## src/rtl/alu_slice_seq.sv

```systemverilog
// Multi-cycle 74181-style ALU: processes SLICE bits per clock, LSB slice first,
// with a registered ripple carry and a valid/ready handshake on both sides.
module alu_slice_seq #(
    parameter int unsigned WIDTH = 16,
    parameter int unsigned SLICE = 4
) (
    input  logic             clk,
    input  logic             rst,
    input  logic             in_valid,
    output logic             in_ready,
    input  logic [WIDTH-1:0] a,
    input  logic [WIDTH-1:0] b,
    input  logic [3:0]       s,
    input  logic             m,
    input  logic             cin,
    output logic             out_valid,
    input  logic             out_ready,
    output logic [WIDTH-1:0] f,
    output logic             cout,
    output logic             aeb,
    output logic             zero,
    output logic             ovf
);
    localparam int unsigned NSLICE = WIDTH / SLICE;
    localparam int unsigned KW     = (NSLICE > 1) ? $clog2(NSLICE) : 1;
    localparam logic [KW-1:0] K_LAST = KW'(NSLICE - 1);

    localparam logic [1:0] IDLE = 2'd0;
    localparam logic [1:0] BUSY = 2'd1;
    localparam logic [1:0] DONE = 2'd2;

    if (((WIDTH % SLICE) != 0) || (WIDTH < SLICE)) begin : g_bad_params
        $error("alu_slice_seq: WIDTH must be a non-zero multiple of SLICE");
    end

    logic [1:0]       state_q, state_d;
    logic [KW-1:0]    k_q, k_d;
    logic             carry_q, carry_d;
    logic [WIDTH-1:0] a_q, a_d, b_q, b_d;
    logic [3:0]       s_q, s_d;
    logic             m_q, m_d;
    logic [WIDTH-1:0] f_q, f_d;
    logic             cout_q, cout_d;
    logic             aeb_q, aeb_d;
    logic             zero_q, zero_d;
    logic             ovf_q, ovf_d;
    logic             out_valid_q, out_valid_d;

    logic [SLICE-1:0] a_sl, b_sl, r_sl;
    logic             c_rip, c_msb, c_out;
    logic             x_bit, y_bit;

    // Current slice of the function generator, rippling from the carry register.
    always_comb begin : slice_alu
        a_sl  = SLICE'(a_q >> (SLICE * int'(k_q)));
        b_sl  = SLICE'(b_q >> (SLICE * int'(k_q)));
        c_rip = carry_q;
        c_msb = 1'b0;
        r_sl  = '0;
        x_bit = 1'b0;
        y_bit = 1'b0;
        for (int j = 0; j < int'(SLICE); j++) begin
            x_bit = a_sl[j] | (b_sl[j] & s_q[0]) | (~b_sl[j] & s_q[1]);
            y_bit = (a_sl[j] & b_sl[j] & s_q[3]) | (a_sl[j] & ~b_sl[j] & s_q[2]);
            if (j == int'(SLICE) - 1) begin
                c_msb = c_rip;
            end
            if (m_q) begin
                r_sl[j] = ~(x_bit ^ y_bit);
            end else begin
                r_sl[j] = x_bit ^ y_bit ^ c_rip;
                c_rip   = (x_bit & y_bit) | (c_rip & (x_bit ^ y_bit));
            end
        end
        c_out = m_q ? 1'b0 : c_rip;
    end

    always_comb begin : next_state
        state_d     = state_q;
        k_d         = k_q;
        carry_d     = carry_q;
        a_d         = a_q;
        b_d         = b_q;
        s_d         = s_q;
        m_d         = m_q;
        f_d         = f_q;
        cout_d      = cout_q;
        aeb_d       = aeb_q;
        zero_d      = zero_q;
        ovf_d       = ovf_q;
        out_valid_d = out_valid_q;
        in_ready    = 1'b0;

        case (state_q)
            IDLE: begin
                in_ready = 1'b1;
            end
            BUSY: begin
                f_d[SLICE * int'(k_q) +: SLICE] = r_sl;
                carry_d = c_out;
                k_d     = k_q + 1'b1;
                if (k_q == K_LAST) begin
                    // Flags are taken from the completed result on entry to DONE.
                    state_d     = DONE;
                    k_d         = '0;
                    cout_d      = c_out;
                    ovf_d       = m_q ? 1'b0 : (c_msb ^ c_out);
                    aeb_d       = &f_d;
                    zero_d      = ~|f_d;
                    out_valid_d = 1'b1;
                end
            end
            DONE: begin
                in_ready = out_ready;
                if (out_ready) begin
                    state_d     = IDLE;
                    out_valid_d = 1'b0;
                end
            end
            default: begin
                state_d = IDLE;
            end
        endcase

        // Accept from IDLE, or overlapped with the result handshake in DONE.
        if (in_valid && in_ready) begin
            state_d = BUSY;
            k_d     = '0;
            carry_d = m ? 1'b0 : cin;
            a_d     = a;
            b_d     = b;
            s_d     = s;
            m_d     = m;
        end
    end

    always_ff @(posedge clk or posedge rst) begin
        if (rst) begin
            state_q     <= IDLE;
            k_q         <= '0;
            carry_q     <= 1'b0;
            a_q         <= '0;
            b_q         <= '0;
            s_q         <= '0;
            m_q         <= 1'b0;
            f_q         <= '0;
            cout_q      <= 1'b0;
            aeb_q       <= 1'b0;
            zero_q      <= 1'b0;
            ovf_q       <= 1'b0;
            out_valid_q <= 1'b0;
        end else begin
            state_q     <= state_d;
            k_q         <= k_d;
            carry_q     <= carry_d;
            a_q         <= a_d;
            b_q         <= b_d;
            s_q         <= s_d;
            m_q         <= m_d;
            f_q         <= f_d;
            cout_q      <= cout_d;
            aeb_q       <= aeb_d;
            zero_q      <= zero_d;
            ovf_q       <= ovf_d;
            out_valid_q <= out_valid_d;
        end
    end

    assign f         = f_q;
    assign cout      = cout_q;
    assign aeb       = aeb_q;
    assign zero      = zero_q;
    assign ovf       = ovf_q;
    assign out_valid = out_valid_q;

endmodule

```

## config.mk

```make
export PLATFORM = sky130hd
export DESIGN_NAME = alu_slice_seq
export DESIGN_NICKNAME = d
export VERILOG_FILES = /design/src/rtl/alu_slice_seq.sv
export SDC_FILE = /design/constraint.sdc
export NUM_CORES = 1
export LEC_CHECK = 0
export ABC_AREA = 1
export CORE_MARGIN = 3
export CORE_UTILIZATION = 52
export DETAILED_ROUTE_END_ITERATION = 8
export GPL_TIMING_DRIVEN = 0
export PLACE_DENSITY = 0.83
export SYNTH_ARGS = -nofsm -noshare
export SYNTH_HDL_FRONTEND = slang
export SYNTH_SLANG_ARGS = --single-unit
```

## constraint.sdc

```tcl
create_clock -name clk -period 5.16 [get_ports clk]
set_clock_uncertainty 0.05 [all_clocks]
set_input_delay 1.032 -clock clk [delete_from_list [all_inputs] [get_ports clk]]
set_output_delay 1.032 -clock clk [all_outputs]
set_load 0.02 [all_outputs]
```

-- Word-level counts from Yosys, hierarchy flattened
Cells that the tools add are included.
- bitwise gates (word level): 65
- eq/ne operators: 8
- shift-type cells: 4
- reduce and logical (&&, ||, !) cells: 10
- add/sub/neg operators: 2
- muxes and demuxes: 24
- operators by type and width (kind ; count):
    4-bit negator with 34-bit output ; 1
    4-bit by 34-bit variable shift with 16-bit output (first input constant) ; 1
    4-bit by 34-bit variable part select with 16-bit output ; 1
    1-bit AND ; 32
    16-bit by 4-bit >> shifter with 4-bit output ; 2
    16-bit bitwise mux ; 1
    1-bit OR ; 16
    16-bit AND reduction ; 1
    16-bit OR reduction ; 1
    1-bit 2-to-1 mux ; 14
    2-bit 2-to-1 mux ; 6
    1-bit bitwise XOR ; 9
    1-bit NOT ; 8
    2-bit != test (second input constant) ; 3
    3-bit != test (second input constant) ; 2
    2-bit case mux with 3 select lines ; 1
    3-bit AND reduction ; 2
    2-bit == test (second input constant) ; 2
    1-bit case mux with 2 select lines ; 2
    2-bit nonzero test ; 2
    2-bit by 1-bit adder with 2-bit output (second input constant) ; 1
    2-bit by 1-bit == test with 1-bit output (second input constant) ; 1
    2-bit logical NOT ; 1
    2-bit AND reduction ; 1
    2 further kinds ; 2
- output and inout port bits: 22
- bits in registers: 63
- bits of input ports: 42
- word-level logic and storage cells: 126

-- Longest topological paths before layout
Gate-level depths: netlist of the first run.
- word-level depth: 21
- depth in mapped cells: 29
- mapped depth without buffers: 26

-- Least setup slack after synthesis of the first run
Ideal clock, no wire load.
- kind: register to register
- start: register k_q[0]
- end: register zero_q (netlist: zero)
- clock period less this slack: 3923 ps
- buffers on the path: 3
- arrival time: 3756 ps
- setup time: 116 ps
- setup slack: 1237 ps
- required time: 4994 ps
- cell stages (with the launch flop): 29
- cell sequence: dfrtp_1 -> buf_6 -> inv_4 -> buf_6 -> buf_6 -> nand2_1 -> nand3_1 -> nand2_2 -> nand2_1 -> o211ai_1 -> fa_1 -> nand2_1 -> nand2_1 -> fa_1 -> a21oi_1 -> fa_1 -> nor2_1 -> nor2_1 -> fa_1 -> inv_1 -> nand2_1 -> nand2_1 -> nand3_1 -> o21ai_1 -> nor2_1 -> nand2_1 -> nor2_1 -> nand2_1 -> nand2_1
- longest elaborated chain between the ends: 21
- elaborated cells between the ends (all ways): 78
- those cells by class: add/sub: 1; eq/ne: 1; shift: 4; mux: 8; bitwise: 61; reduce/logical: 3
- RTL lines (what ; line ; source):
    from (decl) ; 37 ; logic [KW-1:0] k_q, k_d;
    from (signal assigned) ; 154 ; k_q <= k_d;
    16-bit by 4-bit >> shifter with 4-bit output ; 56 ; b_sl = SLICE'(b_q >> (SLICE * int'(k_q)));
    1-bit NOT ; 63, 64 ;
    1-bit AND (2 in series) ; 64 ; y_bit = (a_sl[j] & b_sl[j] & s_q[3]) | (a_sl[j] & ~b_sl[j] & s_q[2]);
    1-bit OR ; 64 ;
    1-bit bitwise XOR ; 69, 71, 72 ;
    1-bit AND ; 72 ; c_rip = (x_bit & y_bit) | (c_rip & (x_bit ^ y_bit));
    1-bit OR ; 72 ;
    1-bit 2-to-1 mux ; 68 ; if (m_q) begin
    (+4 left out) ; n/a ;
    1-bit OR ; 72 ;
    1-bit 2-to-1 mux ; 68 ;
    1-bit bitwise XOR ; 71 ; r_sl[j] = x_bit ^ y_bit ^ c_rip;
    1-bit 2-to-1 mux ; 68 ;
    4-bit by 34-bit variable part select with 16-bit output ; 99 ; f_d[SLICE * int'(k_q) +: SLICE] = r_sl;
    16-bit bitwise mux ; 99 ;
    16-bit OR reduction ; 109 ; zero_d = ~|f_d;
    1-bit logical NOT ; 109 ;
    to (signal assigned) ; 163 ; zero_q <= zero_d;
    to (decl) ; 45 ; logic zero_q, zero_d;
Several ways; a longest one is shown, not always the timed one.
A chain may end at the register's enable or synchronous reset.

-- Final worst setup path of the first run
- start: register k_q[0]
- end: register aeb_q (netlist: aeb)
- longest elaborated chain between the ends: 20
- elaborated cells between the ends (all ways): 77
- those cells by class: add/sub: 1; eq/ne: 1; shift: 4; mux: 8; bitwise: 61; reduce/logical: 2
- RTL lines (what ; line ; source):
    16-bit by 4-bit >> shifter with 4-bit output ; 56 ;
    1-bit NOT ; 63, 64 ;
    1-bit AND (2 in series) ; 64 ;
    1-bit OR ; 64 ;
    1-bit bitwise XOR ; 69, 71, 72 ;
    1-bit AND ; 72 ;
    1-bit OR ; 72 ;
    1-bit 2-to-1 mux ; 68 ;
    (+3 left out) ; n/a ;
    1-bit AND ; 72 ;
    1-bit OR ; 72 ;
    1-bit 2-to-1 mux ; 68 ;
    1-bit bitwise XOR ; 71 ;
    1-bit 2-to-1 mux ; 68 ;
    4-bit by 34-bit variable part select with 16-bit output ; 99 ;
    16-bit bitwise mux ; 99 ;
    16-bit AND reduction ; 108 ; aeb_d = &f_d;
    to (signal assigned) ; 148 ; aeb_q <= 1'b0;
    to (signal assigned) ; 162 ; aeb_q <= aeb_d;
    to (decl) ; 44 ; logic aeb_q, aeb_d;
Several ways; a longest one is shown, not always the timed one.

==> results of run 1 <==
## through the flow
stage | hold slack [ps] | cells | util (%) | instance area [µm²] | setup WS [ps]
3_3_place_gp | 404 | 630 | 66.4 | 4340 | 698
4_1_cts | 427 | 647 | 70.1 | 4580 | 542
2_1_floorplan | 392 | 490 | - | 3610 | 1240
3_5_place_dp | 409 | 631 | 66.7 | 4360 | 581
5_1_grt | 447 | 647 | 70.1 | 4580 | 115
6_report | 427 | 647 | 70.1 | 4580 | 511
## Yosys cell counts (2+ instances only)
cell / count / share of area (%)
o21ai_1: 4 / 0.55
nand2_1: 213 / 22
fa_1: 4 / 2.2
clkbuf_1: 3 / 0.31
nor3_2: 2 / 0.55
dfrtp_1: 63 / 44
nand3_1: 17 / 2.4
a32oi_2: 2 / 0.90
ha_1: 10 / 3.5
o21bai_1: 2 / 0.42
nor3_1: 3 / 0.42
buf_6: 5 / 1.6
nor2_2: 2 / 0.35
o211ai_1: 2 / 0.42
o21ai_0: 17 / 2.4
a31oi_1: 6 / 1.0
inv_1: 41 / 4.3
nand2_2: 3 / 0.52
buf_2: 6 / 0.83
a32o_1: 2 / 0.55
nor2_1: 47 / 4.9
a21oi_1: 13 / 1.8
buf_4: 4 / 0.83
inv_2: 5 / 0.52
a211oi_1: 2 / 0.42
nand4_1: 3 / 0.52
## worst min-delay path by stage
| stage | depth (start not counted) | slack (ps) | endpoint |
|---|---|---|---|
| after floorplan | 2 | 390 | a_q[6]$_DFFE_PP0P_ |
| after global placement | 2 | 400 | b_q[4]$_DFFE_PP0P_ |
| after detailed placement | 2 | 410 | a_q[11]$_DFFE_PP0P_ |
| after CTS | 2 | 430 | a_q[11]$_DFFE_PP0P_ |
| after global routing | 2 | 450 | b_q[10]$_DFFE_PP0P_ |
| final | 2 | 430 | b_q[11]$_DFFE_PP0P_ |
## power by group
part	internal (µW)	switching [µW]	total, µW
clock network	285	206	491
registers	708	152	860
logic	677	1130	1800
total	1670	1480	3150
## registers in the layout, summed over array words and instances, names as in the netlist
signal,count
aeb,1
ovf,1
b_q,16
a_q,16
s_q,4
out_valid,1
f,16
m_q,1
cout,1
state_q,2
k_q,2
carry_q,1
zero,1
## critical path: cells and delay by family (launching register included)
kind | cells | cell delay (ps)
adders and majority gates | 4 | 1510
and+or+nand+nor | 15 | 1380
AOI/OAI and AO/OA | 3 | 610
buffers and inverters | 5 | 600
DFF | 1 | 430
## kinds of logic after synthesis
family,synth area share (%)
AOI/OAI and AO/OA,9.49
buffers and inverters,8.49
and+or+nand+nor,32.7
DFF,43.7
adders and majority gates,5.68
## area by class of cell
cell class,count,share of cell area [%]
well taps,77,2.10
multi-input cells,362,37.7
flip-flops and latches,63,34.4
clock buffers,11,3.09
clock inverters,5,1.78
inverters,47,3.91
repair buffers,64,14.2
plain buffers,18,2.79
## per-layer routing
| metal | GRT usage (%) | part of all wire, % | up-vias | wire (µm) |
|---|---|---|---|---|
| met1 | 29.1 | 44 | 1527 | 3800 |
| met2 | 38.3 | 48 | 123 | 4200 |
| met3 | 4.15 | 5.2 | 27 | 456 |
| met5 | 0 | 0 | - | 0 |
| li1 | - | - | 1689 | - |
| met4 | 11.0 | 3.0 | 0 | 262 |
==> impl_results.md, run 1 <==
* Status: completed
* Total power at 3150 µW
* Core Area at 6530 µm²
* Min-delay src: b_q[11]$_DFFE_PP0P_
* Least-Margin Pin Slew at roughly 520 ps
* Final hold vios at 0
* Via density at 5.20
* DRT Wirelength at 8.73 mm
* Routability cong. at 0.855
* CP endpoint: aeb$_DFFE_PP0P_
* FF+latch count, synth at 63
* Multi-input logic area at 1730 µm²
* Largest net degree at the start of global routing at 41
* Post-route ant nets at 0
* Diode count at 0
* Async SR Flop Fraction at 100%
* Pwr dens at 689 nW/µm²
* First-pass DRT Iterations at 5
* EDFF count, synth at 0
* Final slew viol count at 0
* Leakage power at ~0.0023 µW
* Max incr delay on CP at 430 ps
* Layout area overhead at 26.9%
* Slowest CP cell: dfrtp_1
* Synth cell types at 35
* Std-Cell Rows at 29
* Most common cell after layout, fill and taps aside: nand2_1
* Synth Cell Area at 3610 µm²
* Post-CTS Repair Setup Buffers at 0
* Relative slew slack at between 60% and 70%
* Hold crit path type: flop to flop
* DRC viols at 0
* Die height at ~89 µm
* Max Buffers Root-to-Sink at 2
* Root buf cell: clkbuf_8
* Placed wire-length estimate at around 6.6 mm
* Element type at the critical path start: flop
* Ys Warns at 0
* WS Path Type: flop to flop
* CP Max Fanout at 12
* Syn_nets at around 550
* Worst skew pair latency at between 300 and 400 ps
* IO Pins at 64
* Most frequent cells in the layout: nand2_1 (213), dfrtp_1 (63), clkdlybuf4s50_1 (63)
* Most used DFF post-synth: dfrtp_1
* First-pass GRT wire length at 14.0 mm
* Starting Density at between 50 and 60%
* CTS Buf Count at 9
* 1st-iter DRT viols at 200
* Peak Freq at 215 MHz
* Gr usage total at 23.1%
* Post-synthesis cell count at 490
* Clock transition at path regs at 70 ps
* Max-Cap Viols at 0
* I/O Buffers at 63
* Required @ worst endpoint at 5390 ps
* FF/Latch Area at about 1600 µm²
* Reg2reg path depth at 27
* Setup violations, final at 0
* Setup TNS at 0 ps
* GRT overflow at 0
* Htree depth at 3
* Worst R2R End: aeb$_DFFE_PP0P_
* Die area at 7980 µm²
* Vias at 3366
* Post-synthesis sequential area ratio at 43.7%
* Fin crit share at 90.1%
* RSZ-0062 raised after global routing: no
* Post_cts resized at 0
* Critical path arrival at 4880 ps
* Worst setup EP type: flop
* Vias in the first global route at 3043
* Max VDD drop at 344 µV
* Average size of a mapped cell at 7.37 µm²
* Initial antenna violation count at 0
* Reg2Reg Setup Slack at 510 ps
* Final min period at between 4000 and 5000 ps
* # fillers at 545
* CP most frequent cell: nand2_1
* Reg-to-Reg Start: k_q[0]$_DFFE_PP0P_
* Die X at 89.3 µm
* Hold buffer count at CTS at 0
* Fin nets at roughly 620
* Clock sinks at between 60 and 70
* TritonCTS clock tree: yes
* Fraction of layout cells with a size suffix above 1 at 8.77%
* Worst Setup SP: k_q[0]$_DFFE_PP0P_
* Wire per inst at 13.5 µm
(Power assumes the default switching activity.)
==> run 2, diff against run 1 <==
ABC_AREA = unset   (was 1)
PLACE_DENSITY = 0.84   (was 0.83)
clock period = 5.5 ns   (was 5.16 ns; I/O delays follow)
==> run 2 against run 1 <==
Compared with the run above:
- flip-flop and latch count stayed put
- final area is 5.4% lower
- worst setup slack got worse by 210 ps
- via count fell by 27%
- synthesized area is 6.8% lower
- sequential share of layout area rose by 2.0 points
- largest cell class unchanged
- highest routed layer unchanged
- register-to-register slack worse by 210 ps
==> impl_results.md, run 2 <==
* Via density at 5.72
* Post-synth top area share at between 40% and 50%
* Final slew viol count at 0
* Pwr dens at 673 nW/µm²
* I/O Buffers at between 60 and 70
* DRT Wirelength at 7.56 mm
* First-pass DRT Iterations at 4
* Relative slew slack at 58.7%
* Placed wire-length estimate at a little under 6 mm
* Slowest CP cell: mux4_2
* CTS Buf Count at 9
* DRC viols at 0
* Worst path bufs/invs at 2
* Final hold vios at 0
* Fraction of layout cells with a size suffix above 1 at 22.4%
* Clock transition at path regs at around 60 ps
* Std-Cell Rows at 28
* Synth Cell Area at 3370 µm²
* Most used DFF post-synth: dfrtp_1
* Peak Freq at 192 MHz
* Max-Cap Viols at 0
* Core Area at roughly 6100 µm²
* CP Max Fanout at 10
* Vias at 2469
* Status: completed
* Worst setup EP type: flop
* Most common cell after layout, fill and taps aside: clkdlybuf4s50_1
* Element type at the critical path start: flop
* CP top delay family: adder cells
* Final min period at 5200 ps
* Die area at between 7000 and 8000 µm²
* Ys Warns at 0
* Post-synthesis sequential area ratio at 46.8%
* CP most frequent cell: fa_1
* Max VDD drop at 394 µV
* Hold buffer count at CTS at 0
* Vias in the first global route at between 2000 and 3000
* Initial antenna violation count at 0
* Synth cell types at 49
* Starting Density at 55.2%
* Max Buffers Root-to-Sink at 2
* Average size of a mapped cell at 12.2 µm²
* Gr usage total at 22.4%
* EDFF count, synth at 0
* 1st-iter DRT viols at 163
* Largest net degree at the start of global routing at 37
* Post-synthesis cell count at ~280
* First-pass GRT wire length at 12.9 mm
* Hold crit path type: flop to flop
* Post-route ant nets at 0
* Setup violations, final at 0
* Wire per inst at 17.5 µm
* Routability cong. at between 0.9 and 1
* WS Path Type: flop to flop
* Cell breakdown of the critical path: buf_6 > mux4_2 > a211o_1 > fa_1 > mux2_2 > fa_1 > mux2i_1 > fa_1 > inv_1 > mux2i_1 > fa_1 > mux2i_4 > a21oi_2 > or4_1 > nor4_2 > a32o_1
* Syn_nets at roughly 330
* Diode count at 0
* Worst skew pair latency at between 300 and 400 ps
* Critical path arrival at around 5400 ps
* WHS at 437 ps
* Max incr delay on CP at 580 ps
* Die height at 86.5 µm
* Most frequent cells in the layout: clkdlybuf4s50_1 (63), dfrtp_1 (62), mux2_2 (38)
* Final Util at 71.1%
* Main area contributors after synthesis: dfrtp_1 (47%), mux2_2 (13%), mux4_2 (5.4%)
* Htree depth at 3
* Leakage power at 0.00182 µW
* Die X at 86.5 µm
* TritonCTS clock tree: yes
* Setup TNS at 0 ps
* Top cells by count, synth: dfrtp_1 (63), mux2_2 (38), nand2_1 (19), inv_1 (11)
* Count leader, synth: dfrtp_1
* Root buf cell: clkbuf_8
* Fin nets at a little over 400
* IO Pins at 64
* Least-Margin Pin Slew at 619 ps
* Layout area overhead at 28.7%
* Clock sinks at 63
* FF+latch count, synth at 63
* Fin crit share at 94.6%
* GRT overflow at 0
* Synth area leader: dfrtp_1
* Required @ worst endpoint at 5720 ps
* RSZ-0062 raised after global routing: no
* Async SR Flop Fraction at 100%
run 2: report_power, final:
part	total, µW	leakage [µW]	internal, µW	switching (µW)
clock network	391	0.0000936	221	170
registers	815	0.000778	663	152
logic	1710	0.000944	788	920
total	2910	0.00182	1670	1240
run 2: through the flow:
stage | area, µm² | total power (µW) | instances | setup slack [ps]
after floorplan | 3370 | 1970 | 276 | 434
after global placement | 4090 | 2390 | 414 | -130
after detailed placement | 4110 | 2460 | 415 | -310
after CTS | 4320 | 2920 | 432 | 119
after global routing | 4330 | 3140 | 432 | 17.1
final | 4330 | 2910 | 432 | 298
run 2: metal layers:
metal | track usage (%) | share of wire (%)
met4 | 7.65 | 1.5
met3 | 3.61 | 4.7
met2 | 38.0 | 49
met1 | 29.4 | 45
met5 | 0 | 0
run 2: cell families after synthesis:
family                   after synthesis  synth area share, %
XOR/XNOR                               1                0.260
adder cells (fa/ha/maj)               14                 6.10
multiplexers                          56                 21.3
AND/OR/NAND/NOR                       66                 11.2
buffers and inverters                 26                 3.31
AO/OA/AOI/OAI                         50                 11.0
flip-flops                            63                 46.8
run 2: timing repair:
item	4_1_cts	5_1_grt
buffers inserted	1	0
gates cloned	0	0
endpoints found under the setup margin	1	1
resized for setup	2	5
run 2: final cells by class:
type	instances	area (µm²)
Timing Repair Buffer	65	658
Fill cell	465	1760
Inverter	12	45.0
Sequential cell	63	1580
Buffer	14	73.8
Tap cell	75	93.8
Clock inverter	3	42.5
Multi-Input combinational cell	187	1690
Clock buffer	13	149
run 2: path summary, 6_finish.rpt:
kind | endpoint | cells after the start | slack, ps | start
max in group asynchronous | k_q[0]$_DFFE_PP0P_ | 3 | 3670 | rst
worst min-delay path | aeb$_DFFE_PP0P_ | 1 | 440 | aeb$_DFFE_PP0P_
worst max register to register | aeb$_DFFE_PP0P_ | 16 | 300 | k_q[0]$_DFFE_PP0P_
min in group asynchronous | b_q[0]$_DFFE_PP0P_ | 2 | 1110 | rst
worst max-delay path | aeb$_DFFE_PP0P_ | 16 | 300 | k_q[0]$_DFFE_PP0P_
worst min register to register | aeb$_DFFE_PP0P_ | 1 | 440 | aeb$_DFFE_PP0P_
